$ cat config.mk
export PLATFORM = sky130hd
export DESIGN_NAME = alu_arbiter_flat
export DESIGN_NICKNAME = d
export VERILOG_FILES = /design/src/rtl/alu_pkg.sv /design/src/rtl/alu_arbiter_if.sv /design/src/rtl/rr_arbiter.sv /design/src/rtl/alu_arbiter.sv /design/src/flat_wrapper.sv
export SDC_FILE = /design/constraint.sdc
export NUM_CORES = 1
export LEC_CHECK = 0
export CAP_MARGIN = 20
export CORE_ASPECT_RATIO = 0.9
export CORE_MARGIN = 5
export CORE_UTILIZATION = 26
export DETAILED_ROUTE_END_ITERATION = 10
export GPL_ROUTABILITY_DRIVEN = 0
export HOLD_SLACK_MARGIN = 0.02
export PLACE_DENSITY_LB_ADDON = 0.1
export SYNTH_ARGS = -nofsm -noshare
export SYNTH_HDL_FRONTEND = slang
export SYNTH_SLANG_ARGS = --single-unit
$ cat constraint.sdc
create_clock -name clk -period 3 [get_ports clk]
set_input_delay 0.6 -clock clk [delete_from_list [all_inputs] [get_ports clk]]
set_output_delay 0.6 -clock clk [all_outputs]
set_load 0.1 [all_outputs]
$ cat src/rtl/alu_pkg.sv
`default_nettype none
// ---------------------------------------------------------------------------
// alu_pkg -- shared ALU operand width and op-code encoding.   Rev 1.0
// ---------------------------------------------------------------------------
package alu_pkg;

  localparam int XLEN     = 32;
  localparam int ALU_OP_W = 4;

  typedef enum logic [ALU_OP_W-1:0] {
    ALU_ADD  = 4'b0000,
    ALU_SUB  = 4'b0001,
    ALU_AND  = 4'b0010,
    ALU_OR   = 4'b0011,
    ALU_XOR  = 4'b0100,
    ALU_SLL  = 4'b0101,
    ALU_SRL  = 4'b0110,
    ALU_SRA  = 4'b0111,
    ALU_SLT  = 4'b1000,
    ALU_SLTU = 4'b1001
  } alu_op_e;

endpackage
`default_nettype wire

$ cat src/rtl/alu_arbiter_if.sv
`default_nettype none
// ---------------------------------------------------------------------------
// alu_arbiter_if -- requester request/response channels.   Rev 1.0
// ---------------------------------------------------------------------------
interface alu_arbiter_if import alu_pkg::*; #(
  parameter int NUM_REQ = 2
);

  logic [NUM_REQ-1:0]                req_valid;
  logic [NUM_REQ-1:0]                req_ready;
  logic [NUM_REQ-1:0][XLEN-1:0]      req_src1;
  logic [NUM_REQ-1:0][XLEN-1:0]      req_src2;
  logic [NUM_REQ-1:0][ALU_OP_W-1:0]  req_op;
  logic [NUM_REQ-1:0]                rsp_valid;
  logic [NUM_REQ-1:0]                rsp_ready;
  logic [XLEN-1:0]                   rsp_result;
  logic                              rsp_zero;
  logic                              rsp_last_bit;

  modport master (
    output req_valid, req_src1, req_src2, req_op, rsp_ready,
    input  req_ready, rsp_valid, rsp_result, rsp_zero, rsp_last_bit
  );

  modport slave (
    input  req_valid, req_src1, req_src2, req_op, rsp_ready,
    output req_ready, rsp_valid, rsp_result, rsp_zero, rsp_last_bit
  );

endinterface
`default_nettype wire

$ cat src/rtl/rr_arbiter.sv
`default_nettype none
// ---------------------------------------------------------------------------
// rr_arbiter -- combinational round-robin pick starting at ptr.   Rev 1.0
// ---------------------------------------------------------------------------
module rr_arbiter #(
  parameter int NUM_REQ = 2
) (
  input  logic [NUM_REQ-1:0]         req_i,
  input  logic [$clog2(NUM_REQ)-1:0] ptr_i,
  output logic [NUM_REQ-1:0]         grant_o,
  output logic [$clog2(NUM_REQ)-1:0] grant_idx_o
);

  localparam int IDX_W = $clog2(NUM_REQ);

  logic             found;
  int               slot;
  logic [IDX_W-1:0] slot_idx;

  // Walk the requesters starting at ptr, wrapping modulo NUM_REQ; first hit wins.
  always_comb begin
    grant_o     = '0;
    grant_idx_o = '0;
    found       = 1'b0;
    slot        = 0;
    slot_idx    = '0;
    for (int k = 0; k < NUM_REQ; k++) begin
      slot = int'(ptr_i) + k;
      if (slot >= NUM_REQ) begin
        slot = slot - NUM_REQ;
      end
      slot_idx = IDX_W'(slot);
      if (!found && req_i[slot_idx]) begin
        found             = 1'b1;
        grant_o[slot_idx] = 1'b1;
        grant_idx_o       = slot_idx;
      end
    end
  end

endmodule
`default_nettype wire

$ cat src/rtl/alu_arbiter.sv
`default_nettype none
// ---------------------------------------------------------------------------
// alu_arbiter -- round-robin sharing of one ALU between NUM_REQ requesters.
// Rev 1.0
// ---------------------------------------------------------------------------
module alu_arbiter import alu_pkg::*; #(
  parameter int NUM_REQ = 2,
  parameter int XLEN    = alu_pkg::XLEN
) (
  input  logic                 clk,
  input  logic                 rst_n,
  alu_arbiter_if.slave         bus,
  output logic [XLEN-1:0]      alu_src1_o,
  output logic [XLEN-1:0]      alu_src2_o,
  output logic [ALU_OP_W-1:0]  alu_control_o,
  input  logic [XLEN-1:0]      alu_result_i,
  input  logic                 alu_zero_i,
  input  logic                 alu_last_bit_i
);

  localparam int IDX_W = $clog2(NUM_REQ);

  typedef enum logic [1:0] {
    ST_IDLE = 2'd0,
    ST_EXEC = 2'd1,
    ST_RESP = 2'd2
  } state_e;

  state_e                state_q, state_d;
  logic [IDX_W-1:0]      rr_ptr_q, rr_ptr_d;
  logic [IDX_W-1:0]      idx_q, idx_d;
  logic [XLEN-1:0]       src1_q, src1_d;
  logic [XLEN-1:0]       src2_q, src2_d;
  logic [ALU_OP_W-1:0]   op_q, op_d;
  logic [XLEN-1:0]       result_q, result_d;
  logic                  zero_q, zero_d;
  logic                  lb_q, lb_d;
  logic [NUM_REQ-1:0]    grant;
  logic [IDX_W-1:0]      grant_idx;

  rr_arbiter #(.NUM_REQ(NUM_REQ)) u_rr (
    .req_i       (bus.req_valid),
    .ptr_i       (rr_ptr_q),
    .grant_o     (grant),
    .grant_idx_o (grant_idx)
  );

  always_ff @(posedge clk or negedge rst_n) begin
    if (!rst_n) begin
      state_q  <= ST_IDLE;
      rr_ptr_q <= '0;
      idx_q    <= '0;
      src1_q   <= '0;
      src2_q   <= '0;
      op_q     <= '0;
      result_q <= '0;
      zero_q   <= 1'b0;
      lb_q     <= 1'b0;
    end else begin
      state_q  <= state_d;
      rr_ptr_q <= rr_ptr_d;
      idx_q    <= idx_d;
      src1_q   <= src1_d;
      src2_q   <= src2_d;
      op_q     <= op_d;
      result_q <= result_d;
      zero_q   <= zero_d;
      lb_q     <= lb_d;
    end
  end

  always_comb begin
    state_d       = state_q;
    rr_ptr_d      = rr_ptr_q;
    idx_d         = idx_q;
    src1_d        = src1_q;
    src2_d        = src2_q;
    op_d          = op_q;
    result_d      = result_q;
    zero_d        = zero_q;
    lb_d          = lb_q;
    bus.req_ready = '0;
    bus.rsp_valid = '0;
    alu_src1_o    = '0;
    alu_src2_o    = '0;
    alu_control_o = '0;
    case (state_q)
      ST_IDLE: begin
        bus.req_ready = grant;
        if (|(bus.req_valid & grant)) begin
          src1_d   = bus.req_src1[grant_idx];
          src2_d   = bus.req_src2[grant_idx];
          op_d     = bus.req_op[grant_idx];
          idx_d    = grant_idx;
          rr_ptr_d = (grant_idx == IDX_W'(NUM_REQ - 1)) ? '0 : grant_idx + 1'b1;
          state_d  = ST_EXEC;
        end
      end
      ST_EXEC: begin
        alu_src1_o    = src1_q;
        alu_src2_o    = src2_q;
        alu_control_o = op_q;
        result_d      = alu_result_i;
        zero_d        = alu_zero_i;
        lb_d          = alu_last_bit_i;
        state_d       = ST_RESP;
      end
      ST_RESP: begin
        // Only the owner's rsp_ready can retire the response.
        bus.rsp_valid[idx_q] = 1'b1;
        if (bus.rsp_ready[idx_q]) begin
          state_d = ST_IDLE;
        end
      end
      default: state_d = ST_IDLE;
    endcase
  end

  assign bus.rsp_result   = result_q;
  assign bus.rsp_zero     = zero_q;
  assign bus.rsp_last_bit = lb_q;

endmodule
`default_nettype wire

$ cat src/flat_wrapper.sv
// flat-port wrapper written by rule: the top's interface ports become plain ports
module alu_arbiter_flat import alu_pkg::*;
#(
  parameter int NUM_REQ = 2,
  parameter int XLEN    = alu_pkg::XLEN
)
  (clk, rst_n, alu_src1_o, alu_src2_o, alu_control_o, alu_result_i, alu_zero_i, alu_last_bit_i, bus_req_valid, bus_req_src1, bus_req_src2, bus_req_op, bus_rsp_ready, bus_req_ready, bus_rsp_valid, bus_rsp_result, bus_rsp_zero, bus_rsp_last_bit);
  alu_arbiter_if #(.NUM_REQ(NUM_REQ)) bus_i ();
  input  logic clk;
  input  logic rst_n;
  output logic [XLEN-1:0] alu_src1_o;
  output logic [XLEN-1:0] alu_src2_o;
  output logic [ALU_OP_W-1:0] alu_control_o;
  input  logic [XLEN-1:0] alu_result_i;
  input  logic alu_zero_i;
  input  logic alu_last_bit_i;
  input wire logic [$bits(bus_i.req_valid)-1:0] bus_req_valid;
  input wire logic [$bits(bus_i.req_src1)-1:0] bus_req_src1;
  input wire logic [$bits(bus_i.req_src2)-1:0] bus_req_src2;
  input wire logic [$bits(bus_i.req_op)-1:0] bus_req_op;
  input wire logic [$bits(bus_i.rsp_ready)-1:0] bus_rsp_ready;
  output wire logic [$bits(bus_i.req_ready)-1:0] bus_req_ready;
  output wire logic [$bits(bus_i.rsp_valid)-1:0] bus_rsp_valid;
  output wire logic [$bits(bus_i.rsp_result)-1:0] bus_rsp_result;
  output wire logic [$bits(bus_i.rsp_zero)-1:0] bus_rsp_zero;
  output wire logic [$bits(bus_i.rsp_last_bit)-1:0] bus_rsp_last_bit;
  assign bus_i.req_valid = bus_req_valid;
  assign bus_i.req_src1 = bus_req_src1;
  assign bus_i.req_src2 = bus_req_src2;
  assign bus_i.req_op = bus_req_op;
  assign bus_i.rsp_ready = bus_rsp_ready;
  assign bus_req_ready = bus_i.req_ready;
  assign bus_rsp_valid = bus_i.rsp_valid;
  assign bus_rsp_result = bus_i.rsp_result;
  assign bus_rsp_zero = bus_i.rsp_zero;
  assign bus_rsp_last_bit = bus_i.rsp_last_bit;
  alu_arbiter #(.NUM_REQ(NUM_REQ), .XLEN(XLEN)) u_core (.clk(clk), .rst_n(rst_n), .bus(bus_i), .alu_src1_o(alu_src1_o), .alu_src2_o(alu_src2_o), .alu_control_o(alu_control_o), .alu_result_i(alu_result_i), .alu_zero_i(alu_zero_i), .alu_last_bit_i(alu_last_bit_i));
endmodule
## Yosys cells after proc, flatten, opt, wreduce, memory -nomap -nowiden

Cells that the tools add are included.

- Memories kept: 0
- Bits of input ports: 176
- Memory bits (read-only): 0
- Output and inout bits: 106
- Word-level logic and storage cells: 71
- Register bits after elaboration: 106
- Bits in latches: 0
- Bits in writable memories: 0

- Multipliers: 0
- Divide/modulo/power cells: 0
- Bitwise logic cells: 2
- Order comparisons: 9
- Equal/unequal tests: 4
- Reductions and logical operators: 9
- Muxes and demuxes: 34
- Add/sub/neg operators: 4
- Shifts and indexed selects: 0

Operators by type and width:

| operator | number |
|---|---|
| $mux 32 | 6 |
| $mux 1 | 15 |
| $mux 2 | 6 |
| $mux 4 | 3 |
| $lt 1x2->1 const B | 4 |
| $pmux 2 s3 | 1 |
| $logic_and 1x1->1 | 4 |
| $ne 2x1->1 const B | 2 |
| $reduce_and 2->1 | 2 |
| $demux 1 s1 | 3 |
| $ge 1x1->1 const B | 3 |
| $add 1x1->2 const B | 1 |
| $and 2x2->2 | 1 |
| $eq 2x1->1 const B | 1 |
| $eq 2x2->1 const B | 1 |
| $ge 1x2->1 const B | 1 |
| $ge 2x2->1 const B | 1 |
| $logic_not 2->1 | 1 |
| $or 2x2->2 | 1 |
| $reduce_or 2->1 | 1 |
| $sub 1x1->1 const B | 2 |
| $add 1x1->1 const B | 1 |
| $logic_not 1->1 | 1 |

## Longest topological paths before layout

Gate-level depths: netlist (run 1).

- Depth after elaboration: 13
- Depth in mapped cells: 6
- Depth with buffers taken out: 4

## Modules after synthesis

Synthesis (run 1) repeated with hierarchy kept, for this count alone.

- Cell total of the unflattened synthesis: 388
- Area, all modules: 5300.1 µm²

By module, submodules not included:

| module | cells each | seq. area each (µm²) | times used | area each (µm²) |
|---|---|---|---|---|
| alu_arbiter | 384 | 2652.5 | 1 | 5270.1 |
| rr_arbiter | 4 | 0.0 | 1 | 30.0 |

## Least setup slack after synthesis (run 1)

No wires, ideal clock.

- Kind: input -> output
- From: input bus_req_valid[1]
- To: output bus_req_ready[1]
- Data arrival time: 2362 ps
- Slack: 38 ps
- Stages on the path: 4
- Required time: 2400 ps
- Path buffers: 2
- Path through: buf_4 > clkbuf_1 > nand2_1 > nor2_1

- Longest elaborated chain between the ends: 7
- Elaborated cells between the ends (all ways): 11
- Those cells by class: 8 x mux; 1 x bitwise; 2 x reduce/logical

Ends and longest elaborated chain:

| what | RTL line | RTL |
|---|---|---|
| start, declared | flat_wrapper.sv:17 | `input wire logic [$bits(bus_i.req_valid)-1:0] bus_req_valid;` |
| $mux 1 (implied by the code) (2 in series) | rr_arbiter.sv:33 | `if (!found && req_i[slot_idx]) begin` |
| $mux 1 | rr_arbiter.sv:33 |  |
| $logic_not 1->1 | rr_arbiter.sv:33 |  |
| $logic_and 1x1->1 | rr_arbiter.sv:33 |  |
| $mux 2 * | rr_arbiter.sv:33 |  |
| $mux 2 * | alu_arbiter.sv:87 | `case (state_q)` |
| end, declared | flat_wrapper.sv:22 | `output wire logic [$bits(bus_i.req_ready)-1:0] bus_req_ready;` |

Mark *: on every way between the ends. The rest lies on a longest branch, timed or not. The select of a mux whose other input is x is not followed.

## Worst setup path in the final report (run 1)

- From: register u_core.state_q[0]
- To: output alu_src2_o[18]

- Longest elaborated chain between the ends: 2

Ends and longest elaborated chain:

| what | RTL line | RTL |
|---|---|---|
| start, declared | alu_arbiter.sv:29 | `state_e state_q, state_d;` |
| start signal, assigned | alu_arbiter.sv:60 | `state_q <= state_d;` |
| $eq 2x1->1 | alu_arbiter.sv:87 |  |
| $mux 32 | alu_arbiter.sv:87 |  |
| end, declared | flat_wrapper.sv:12 | `output logic [XLEN-1:0] alu_src2_o;` |

No other way between the ends.

==> results of run 1 <==
[per-layer routing]
metal	vias to the layer above	track usage
met5	-	0
met4	0	0.0419
met3	15	0.0709
met2	197	0.252
met1	2173	0.207
li1	2073	-
[worst max-delay path: stages, from the launching register on]
cell	delay [ns]
dfrtp_1	0.48
nor2b_4	0.20
buf_4	0.48
and2_1	0.27
buf_12	0.19
[kinds of logic after synthesis]
family / count (synthesis) / synth area share
and+or+nand+nor: 148 / 0.184
DFF: 106 / 0.534
AOI/OAI and AO/OA: 82 / 0.158
buffers and inverters: 43 / 0.0448
muxes: 35 / 0.0793
[how the worst min path moves through the flow]
stage | from | end | slack (ns) | depth (start not counted)
6_report | rst_n | u_core.bus.rsp_result[10] | 0.25 | 1
5_1_grt | rst_n | u_core.bus.rsp_result[10] | 0.28 | 1
2_1_floorplan | rst_n | u_core.bus.rsp_last_bit | 0.30 | 0
3_3_place_gp | u_core.src1_q[9] | u_core.src1_q[9] | 0.49 | 1
4_1_cts | rst_n | u_core.bus.rsp_result[10] | 0.25 | 1
3_5_place_dp | u_core.src2_q[27] | u_core.src2_q[27] | 0.49 | 1
[where the power goes]
group          total, mW  switching (mW)  internal (mW)
registers           2.54           0.398           2.15
clock network       1.17           0.588          0.583
logic               8.05            5.40           2.65
[area by class of cell]
cell class                 count  area share
clock buffer                  10      0.0257
clock inverter                 6     0.00631
inverter                       2    0.000841
multi-input combinational    265       0.237
sequential                   106       0.297
tap                          250      0.0351
timing repair buffer         295       0.397
[Yosys cell counts (2+ instances only)]
cell      instances
nor2b_1           2
buf_6             6
a221o_1          63
and3_1           64
dfrtp_1         106
o22a_1            5
buf_2             4
clkbuf_1         28
nor2_1            3
buf_4             3
mux2_2           35
a21boi_0          5
nand2_1           7
inv_1             2
and2_1           68
o221ai_1          5
[registers in the layout (all words and copies together) (netlist names)]
signal	count
u_core.bus.rsp_result	32
u_core.src1_q	32
u_core.src2_q	32
u_core.op_q	4
u_core.state_q	2
u_core.bus.rsp_last_bit	1
u_core.bus.rsp_zero	1
u_core.idx_q	1
u_core.rr_ptr_q	1
[through the flow]
stage	instance area [sq um]	setup slack, ns	hold slack, ns	util
5_1_grt	8920	0.243	0.280	0.470
6_report	8920	0.384	0.245	0.470
3_5_place_dp	8620	0.106	0.487	0.454
3_3_place_gp	8620	0.156	0.487	0.454
4_1_cts	8910	0.330	0.251	0.469
2_1_floorplan	4970	0.0377	0.304	-
==> key figures, run 1 <==
Outcome
  – Status: finished clean

Pwr
  – Pwr dens: 1320 mW/mm^2
  – Peak VDD IR: 597 uV
  – Static Leak: 3.94 nW
  – PnR Total Power: 11.8 mW

Layout
  – Area taken by multi-input logic gates: between 0.002 and 0.0025 sq mm
  – Fin cells: 934
  – NumNets Final: about 860
  – Most frequent cells in the layout: clkdlybuf4s50_1 (174), dfrtp_1 (106), buf_12 (71)
  – Fillers: 1753
  – Layout cells sized above 1: 0.259
  – Storage cell area: around 0.0027 sq mm
  – Synthesis-to-finish area growth: 79.5%
  – # diodes: 0
  – Most common cell after layout, fill and taps aside: clkdlybuf4s50_1

Clock tree
  – CTS clk-pin slew, worst paths: 0.08 ns
  – CTS Sinks: 106
  – Max clock buf depth: 2
  – Setup bufs post-CTS: 0
  – Clk_lat worst skew: 0.35 ns
  – PostCTS Resize Cnt: 0
  – Hold-fix buffers, CTS: 0
  – CTS tree: built
  – CTS H-tree lvls: 3
  – Root Buffer: clkbuf_16
  – CTS buffer count: 9

Synth
  – Post-synth EDFFs: 0
  – Synth Register Bits: 106
  – Syn nets: 590
  – Ys async rst share: 1.00
  – Post-synthesis cell count: 414
  – Post-synthesis sequential area ratio: 0.534
  – Top cell type's share of synthesized area: 0.534
  – Area contributors post-synth: dfrtp_1 (53%), a221o_1 (13%), and2_1 (8.6%), and3_1 (8.1%), mux2_2 (7.9%)
  – Primary FF master, synth: dfrtp_1
  – Yosys warnings: 0
  – Syn Std Cell Area: 0.00497 sq mm
  – Syn_area_per_cell: 12.0 sq um
  – Yosys top cell by area: dfrtp_1
  – Netlist cell types: 24

Floorplan
  – Die area: 0.0220 sq mm
  – Core ar.: 0.0190 sq mm
  – Initial Util: 0.262
  – Rows: 48
  – DIE WIDTH: 156 um
  – Die height: 141 um
  – I/O pin cnt: 282

STA
  – Peak Freq: between 300 and 400 MHz
  – RSZ-0062 raised after global routing: no
  – Tcrit/Tclk final: 0.872
  – Slew HR: 0.592
  – Max Transition Viols Final: 0
  – Final clock skew: roughly 0.0093 ns
  – Actual slew at the worst max-slew pin: around 0.6 ns
  – Final setup fails: 0
  – Fin Setup TNS: 0 ns
  – Final Hold Viols: 0
  – Min Tclk post-route: between 2 and 3 ns

Placement
  – Post-DP HPWL: 13300 um
  – Placed cells: ~920
  – Port Buffers: ~280

Critical path
  – Worst setup path category: reg -> out
  – Required time worst endpoint: 2.40 ns
  – Crit path from: u_core.state_q[0]
  – Critical Path End: alu_src2_o[18]
  – Critical path capture point type: primary output
  – Worst r2r src: u_core.state_q[1]
  – Worst setup SP type: flip-flop
  – R2r worst-path depth: 5
  – CP Max Fanout: 54
  – Capturing point of the worst reg2reg path: u_core.src2_q[16]
  – R2R setup slack: about 1.3 ns
  – Worst Path Arrival: approximately 2.0 ns

Drt
  – Top Layer Used: met4
  – Drc violations: 0
  – M1 WL: 7540 um
  – WL/cell: 19.3 um
  – Antenna viol nets, final: 0
  – Met3 Wirelength: between 1500 and 2000 um
  – Initial DRC count: approximately 180
  – Vias: roughly 4500
  – Total wire length: 18000 um
  – Detailed-router iteration count before antenna repair: 4
  – Avg Vias per Cell: 4.77
  – Total length of routed met2 wires: 8310 um

Global route
  – Initial antenna violation count: 0
  – First-pass GRT wire length: ~28000 um
  – Pin count of the biggest net entering global routing: 55
  – Vias in the first global route: 4814
  – GRT overflow: 0
  – GR Util All Layers: 0.162

Run
  – # Max-Cap Violations: 0

Hold path
  – HP Class: in -> async
(Power assumes the default switching activity.)
==> inputs of run 2 (changes only) <==
PLACE_DENSITY_LB_ADDON = default   (was 0.1)
==> run 2 against run 1 <==
Setup slack better by 0.16 ns. Sequential power barely moved. Non-clock buffer count unchanged. Flip-flop and latch count unchanged. Clock power is essentially flat. Worst hold slack got worse by 0.035 ns. Design area is 0.32% higher. Critical path type unchanged. Largest power group unchanged.
==> key figures, run 2 (synthesis results as in run 1) <==
Outcome
  – Status: finished clean (unchanged)

Pwr
  – Peak VDD IR: 541 uV (was 597 uV)
  – Share of total power in sequential cells: 0.216 (about the same)
  – PnR Total Power: 11.8 mW (about the same)
  – P_int: 5.43 mW (was 5.38 mW)
  – Clk pwr share: 0.099 (was 0.100)
  – Logic gate share of total power: 0.685 (was 0.684)
  – Static Leak: 3.96 nW (was 3.94 nW)
  – Psw: 6.37 mW (was 6.38 mW)
  – Switching Share: 0.540 (was 0.543)
  – Pwr dens: 1320 mW/mm^2 (about the same)

Layout
  – NumNets Final: 855 (unchanged)
  – Layout cells sized above 1: 0.260 (was 0.259)
  – # diodes: 0 (unchanged)
  – Synthesis-to-finish area growth: 80.1% (was 79.5%)
  – Design Area, Final: 0.00895 sq mm (was 0.00892 sq mm)
  – Final Core Density: 0.472 (was 0.470)
  – Most frequent cells in the layout: clkdlybuf4s50_1 (174), dfrtp_1 (106), buf_12 (73) (was clkdlybuf4s50_1 (174), dfrtp_1 (106), buf_12 (71))
  – Most common cell after layout, fill and taps aside: clkdlybuf4s50_1 (unchanged)
  – Fin cells: 934 (unchanged)

Clock tree
  – Root Buffer: clkbuf_16 (unchanged)
  – Hold-fix buffers, CTS: 0 (unchanged)
  – CTS Sinks: 106 (unchanged)
  – CTS buffer count: 9 (unchanged)
  – CTS H-tree lvls: 3 (unchanged)
  – Setup bufs post-CTS: 0 (unchanged)
  – CTS clk-pin slew, worst paths: 0.07 ns (was 0.08 ns)
  – Clk_lat worst skew: 0.35 ns (about the same)
  – CTS tree: built (unchanged)
  – Max clock buf depth: 2 (unchanged)
  – PostCTS Resize Cnt: 0 (unchanged)

Floorplan
  – I/O pin cnt: 282 (unchanged)
  – Die height: 141 um (unchanged)
  – Initial Util: 0.262 (unchanged)
  – Core ar.: 0.0190 sq mm (unchanged)
  – DIE WIDTH: 156 um (unchanged)
  – Rows: 48 (unchanged)
  – Die area: 0.0220 sq mm (unchanged)

Drt
  – M1 WL: 7130 um (was 7540 um)
  – Total wire length: 17800 um (was 18000 um)
  – Total length of routed met2 wires: 8790 um (was 8310 um)
  – Drc violations: 0 (unchanged)
  – Met3 Wirelength: 1620 um (was 1910 um)
  – Initial DRC count: 295 (was 184)
  – Antenna viol nets, final: 0 (unchanged)
  – Detailed-router iteration count before antenna repair: 4 (unchanged)
  – Vias: 4478 (was 4458)
  – WL/cell: 19.1 um (was 19.3 um)
  – Top Layer Used: met4 (unchanged)
  – Avg Vias per Cell: 4.79 (was 4.77)

STA
  – Final Hold Viols: 0 (unchanged)
  – Final setup fails: 0 (unchanged)
  – Hold Slack: 0.211 ns (was 0.245 ns)
  – Slew HR: 0.670 (was 0.592)
  – Actual slew at the worst max-slew pin: 0.495 ns (was 0.612 ns)
  – RSZ-0062 raised after global routing: no (unchanged)
  – Peak Freq: 407 MHz (was 382 MHz)
  – Tcrit/Tclk final: 0.819 (was 0.872)
  – Max Transition Viols Final: 0 (unchanged)
  – Final clock skew: 0.00863 ns (was 0.00930 ns)
  – Min Tclk post-route: 2.46 ns (was 2.62 ns)
  – Setup ws final: 0.543 ns (was 0.384 ns)
  – Fin Setup TNS: 0 ns (unchanged)

Placement
  – Post-DP HPWL: 13400 um (was 13300 um)
  – Port Buffers: 281 (unchanged)
  – Placed cells: 917 (unchanged)
  – DP Area: 0.00865 sq mm (was 0.00862 sq mm)
  – Post-Place Setup Slack: 0.100 ns (was 0.106 ns)

Critical path
  – Worst Path Arrival: 1.86 ns (was 2.02 ns)
  – Required time worst endpoint: 2.40 ns (about the same)
  – CP Max Fanout: 69 (was 54)
  – Worst setup path category: reg -> out (unchanged)
  – Worst r2r src: u_core.state_q[1] (unchanged)
  – Crit path from: u_core.state_q[0] (unchanged)
  – Worst setup SP type: flip-flop (unchanged)
  – Critical path capture point type: primary output (unchanged)

Global route
  – Initial antenna violation count: 0 (unchanged)
  – Vias in the first global route: 4730 (was 4814)
  – GR Util All Layers: 0.155 (was 0.162)
  – Pin count of the biggest net entering global routing: 70 (was 55)
  – First-pass GRT wire length: 27000 um (was 28000 um)
  – GRT overflow: 0 (unchanged)

Run
  – # Max-Cap Violations: 0 (unchanged)

Hold path
  – HP Class: in -> async (unchanged)
run 2: worst paths after layout:
kind	end	slack [ns]	cells after the start
setup / recovery	alu_src1_o[21]	0.54	4
hold / removal	u_core.bus.rsp_result[23]	0.21	1
setup reg to reg	u_core.src2_q[17]	1.20	5
hold reg to reg	u_core.src2_q[5]	0.51	1
max in group asynchronous	u_core.src2_q[12]	2.10	2
min in group clk	u_core.src2_q[5]	0.51	1
run 2: worst max-delay path, cell delays in order, from the launching register on:
cell and delay [ns]:
dfrtp_1 0.49, nor2b_4 0.25, buf_12 0.26, and2_1 0.26, buf_12 0.19
run 2: layout make-up:
| class | count | area, sq um |
|---|---|---|
| fillers | 1739 | 10000 |
| repair buffers | 295 | 3570 |
| flip-flops and latches | 106 | 2650 |
| multi-input cells | 265 | 2120 |
| well taps | 250 | 313 |
| clock buffers | 10 | 239 |
| clock inverters | 6 | 50.0 |
| inverters | 2 | 7.51 |
run 2: layer usage:
layer  up-vias  GRT usage
met5         -          0
met4         0     0.0382
met3        15     0.0574
met2       187      0.261
met1      2201      0.190
li1       2075          -
run 2: power by group through the flow:
| stage | clock (mW) | sequential [mW] | combinational, mW |
|---|---|---|---|
| after floorplan | 0 | 4.17 | 3.94 |
| after global placement | 0 | 2.55 | 8.06 |
| after detailed placement | 0 | 2.57 | 8.15 |
| after CTS | 1.21 | 2.56 | 8.15 |
| after global routing | 1.26 | 2.64 | 8.39 |
| final | 1.16 | 2.55 | 8.09 |
